**config.mk**
```make
export PLATFORM = sky130hd
export DESIGN_NAME = neuron_mac
export DESIGN_NICKNAME = d
export VERILOG_FILES = /design/src/rtl/neuron_mac.sv
export SDC_FILE = /design/constraint.sdc
export NUM_CORES = 1
export LEC_CHECK = 0
export BUFFER_PORTS_ARGS = -buffer_cell sky130_fd_sc_hd__buf_4
export CAP_MARGIN = 20
export CORE_ASPECT_RATIO = 0.6
export CORE_MARGIN = 10
export CORE_UTILIZATION = 45
export CTS_CLUSTER_SIZE = 12
export DETAILED_ROUTE_END_ITERATION = 8
export PLACE_DENSITY_LB_ADDON = 0.12
export SKIP_CTS_REPAIR_TIMING = 1
export SYNTH_ARGS = -nofsm -noshare
export SYNTH_HDL_FRONTEND = slang
export SYNTH_SLANG_ARGS = --single-unit
```
**constraint.sdc**
```tcl
create_clock -name clk -period 19.85 [get_ports clk]
set_input_delay 0.9925 -clock clk [delete_from_list [all_inputs] [get_ports clk]]
set_output_delay 0.9925 -clock clk [all_outputs]
set_load 0.03 [all_outputs]
```
**src/rtl/neuron_mac.sv**
```systemverilog
// Streaming multiply-accumulate neuron: N_TERMS Q8.8 products, plus a bias, narrowed to a saturated Q8.8 result.
// Define MAC_ROUND_EN to round half up before narrowing; the default build truncates toward -inf.
module neuron_mac #(
    parameter int                 N_TERMS = 4,
    parameter int                 ACC_W   = 40,
    parameter logic signed [15:0] BIAS    = 16'sh0000
) (
    input  logic        clk,
    input  logic        rst,
    input  logic        in_valid,
    output logic        in_ready,
    input  logic [15:0] in_x,
    input  logic [15:0] in_w,
    output logic        out_valid,
    input  logic        out_ready,
    output logic [15:0] out_x,
    output logic        out_sat
);

    localparam int CNT_W = (N_TERMS > 1) ? $clog2(N_TERMS) : 1;
    localparam logic [CNT_W-1:0] CNT_LAST = CNT_W'(N_TERMS - 1);
    // Bias moved from Q8.8 into the Q16.16 accumulator domain.
    localparam logic signed [ACC_W-1:0] BIAS_Q16 = {{(ACC_W-24){BIAS[15]}}, BIAS, 8'h00};

    typedef enum logic {
        ACC = 1'b0,
        OUT = 1'b1
    } state_t;

    state_t                   state;
    state_t                   state_nxt;
    logic [CNT_W-1:0]         cnt;
    logic signed [ACC_W-1:0]  acc;
    logic signed [31:0]       prod;
    logic signed [ACC_W-1:0]  prod_ext;
    logic signed [ACC_W-1:0]  sum;
    logic signed [ACC_W-1:0]  sum_adj;
    logic signed [ACC_W-1:0]  r;
    logic                     accept;
    logic                     last;
    logic                     clip;
    logic [15:0]              x_sat;

    assign accept   = in_valid & in_ready;
    assign last     = (cnt == CNT_LAST);
    assign prod     = $signed(in_x) * $signed(in_w);
    assign prod_ext = ACC_W'(prod);
    assign sum      = acc + prod_ext + BIAS_Q16;

`ifdef MAC_ROUND_EN
    assign sum_adj  = sum + ACC_W'(128);
`else
    assign sum_adj  = sum;
`endif

    assign r = sum_adj >>> 8;

    // r fits in 16 bits only when everything from bit 15 upward is a copy of the sign.
    assign clip  = !((&r[ACC_W-1:15]) | (~|r[ACC_W-1:15]));
    assign x_sat = clip ? (r[ACC_W-1] ? 16'h8000 : 16'h7FFF) : r[15:0];

    always_ff @(posedge clk) begin
        if (rst) begin
            state <= ACC;
        end else begin
            state <= state_nxt;
        end
    end

    always_comb begin
        state_nxt = state;
        in_ready  = 1'b0;
        out_valid = 1'b0;
        case (state)
            ACC: begin
                in_ready = 1'b1;
                if (accept && last) begin
                    state_nxt = OUT;
                end
            end
            OUT: begin
                out_valid = 1'b1;
                if (out_ready) begin
                    state_nxt = ACC;
                end
            end
            default: state_nxt = ACC;
        endcase
    end

    always_ff @(posedge clk) begin
        if (rst) begin
            cnt     <= '0;
            acc     <= '0;
            out_x   <= 16'h0000;
            out_sat <= 1'b0;
        end else if (accept) begin
            if (last) begin
                cnt     <= '0;
                acc     <= '0;
                out_x   <= x_sat;
                out_sat <= clip;
            end else begin
                cnt <= cnt + 1'b1;
                acc <= acc + prod_ext;
            end
        end
    end

endmodule

```
==> impl_results.md <==
* Tot GR Track Use at 0.206
* Count leader, synth: inv_1
* Synth warn at 0
* Setup crit end kind: register
* Fmax at 113 MHz
* Slew headroom at 0.264
* H-tree depth at 3
* FF-to-FF path depth at 20
* Nets@finish at around 2200
* Via count at 11425
* Crit-path most repeated cell: fa_1
* Syn nets at 2195
* Num CTS Buffers at 9
* GRT overflow at 0
* Max Slew Vio Count at 0
* Layout Utilization at 0.487
* Clock root buffer: clkbuf_16
* HPWL reported at the end of detailed placement at 35.3 mm
* Fin crit share at 0.445
* Yosys reg bits at 60
* Status: completed
* Setup violators final at 0
* Critical path class: in2reg
* Fin. Hold Viols at 0
* HP Start: cnt[1]$_SDFFE_PP0P_
* 1st-iter DRT viols at 905
* Clk_skew at 8.20 ps
* Slowest-stage cell, CP: fa_1
* Layout area overhead at 6.67%
* Ys flop type: dfxtp_1
* Drt drc at 0
* Drt total wl at approximately 42 mm
* GP Congestion at 0.930
* Port Buffers at 54
* Fraction of layout cells with a size suffix above 1 at 0.0645
* Die Ht at 163 um
* Synth top cells by count: inv_1 (390), fa_1 (330), nand2_1 (170)
* FP Rows at 52
* Max clock buf depth at 2
* Width of the die at 259 um
* Clk pin slew, worst setup/hold paths at 60 ps
* Min cycle time layout at 8830 ps
* First-pass DRT Iterations at 5
* Worst Hold Path Cells at 2
* Worst path arrival time at between 9000 and 10000 ps
* MaxCap Viol Count at 0
* Worst slack at placement at 10760 ps
* Synth unique cells at 78
* Ranking of synthesized cells by area: fa_1 (43%), inv_1 (9.5%), ha_1 (9.4%)
* Sequential cell area fraction in the yosys report at 0.0779
* Final ANT Viol Nets at 0
* Diode count at 0
* Synth area leader: fa_1
* Core Area at ~0.034 mm^2
* Vias per inst at roughly 5.2
* Global-route wire length before repair at 69.3 mm
* Largest fanout on the critical path at 16
* I/O pin count at 55
* Post-synth EDFFs at 0
* R2r startpoint: acc[15]$_SDFFE_PP0P_
* Gate Count Post-Synth at 1713
* Tightest Pin Transition at between 1000 and 1500 ps
* CP required at approximately 20000 ps
* Initial Util at 0.456
* Worst-skew pair later-pin latency at 340 ps
* Post-DR wirelength/cell at 19.1 um
* Vias in the first global route at between 10000 and 15000
* Setup TNS at 0 ps
* Initial antenna violation count at 0
* Max incr delay on CP at approximately 880 ps
* Final WS setup at around 11000 ps
* Largest net degree at the start of global routing at 61
* Clock sinks at 60
* Worst setup SP type: input port
* Synth async-reset ratio at 0
* HP Class: reg2reg
* RSZ-0062 raised after global routing: false
* Crit path from: in_w[1]
* CTS tree: built
* Die area at 0.0423 mm^2
* Post-synth top area share at 0.429
* Synthesized area per cell at 9.00 um^2
* Cell area after technology mapping at 0.0154 mm^2
## through the flow
stage	instance area (um^2)	instances	hold WS (ps)
floorplan	15400	1713	440
global placement	16100	2161	448
detailed placement	16100	2162	472
CTS	16400	2177	480
global route	16400	2179	515
finish	16400	2179	477
## cell type report
type                       instances  area, um^2
fill                            3261       17300
multi-input combinational       1193       12500
inverter                         390        1460
sequential                        60        1200
tap                              459         574
timing repair buffer              62         473
clock buffer                      11         253
clock inverter                     4        25.0
## sequential cells by signal (all words and copies together) (netlist names)
signal and cells:
acc 40, cnt 2, out_sat 1, out_x 16
state 1
## metal layers
layer,vias up,wire [um],track usage
met5,-,0,0
met4,0,321,0.0298
met3,29,3140,0.0370
met2,357,15300,0.268
met1,5750,22800,0.342
li1,5289,-,-
## critical path, delay by kind of cell
| family | cells | cell delay (ps) |
|---|---|---|
| buffers and inverters | 7 | 1010 |
| AO/OA/AOI/OAI | 4 | 1070 |
| multiplexers | 1 | 410 |
| adder cells (fa/ha/maj) | 7 | 4020 |
| AND/OR/NAND/NOR | 6 | 1560 |
## kinds of logic after synthesis
kind of cell	count (synthesis)	share of synthesized area
DFF	60	0.0779
muxes	2	0.00138
xor gates and xnor gates	33	0.0188
adders and majority gates	446	0.523
and+or+nand+nor	490	0.158
AOI/OAI and AO/OA	222	0.106
buffers and inverters	460	0.115
## path summary, 6_finish.rpt
path | end | slack (ps)
max | out_x[14]$_SDFFE_PP0P_ | 11020
min | cnt[1]$_SDFFE_PP0P_ | 480
max reg2reg | out_x[14]$_SDFFE_PP0P_ | 13190
min reg2reg | cnt[1]$_SDFFE_PP0P_ | 480
## layout by cell type (no fill, tap or decap), types with 9 or more instances in the layout
master,count
xor2_1,10
xnor2_1,23
nor2_1,92
fa_1,330
a22oi_1,31
ha_1,116
a21o_1,16
clkbuf_16,9
nand2b_1,20
o21ai_0,26
nand2_1,169
and3_1,10
o21bai_1,18
a21oi_1,44
nand3_1,13
and2_1,118
inv_1,390
nand4_1,12
nor3_1,13
buf_4,60
dfxtp_1,60
Power is not shown: default switching activity piles up to over one toggle a cycle in this logic, so the estimate is an artifact.
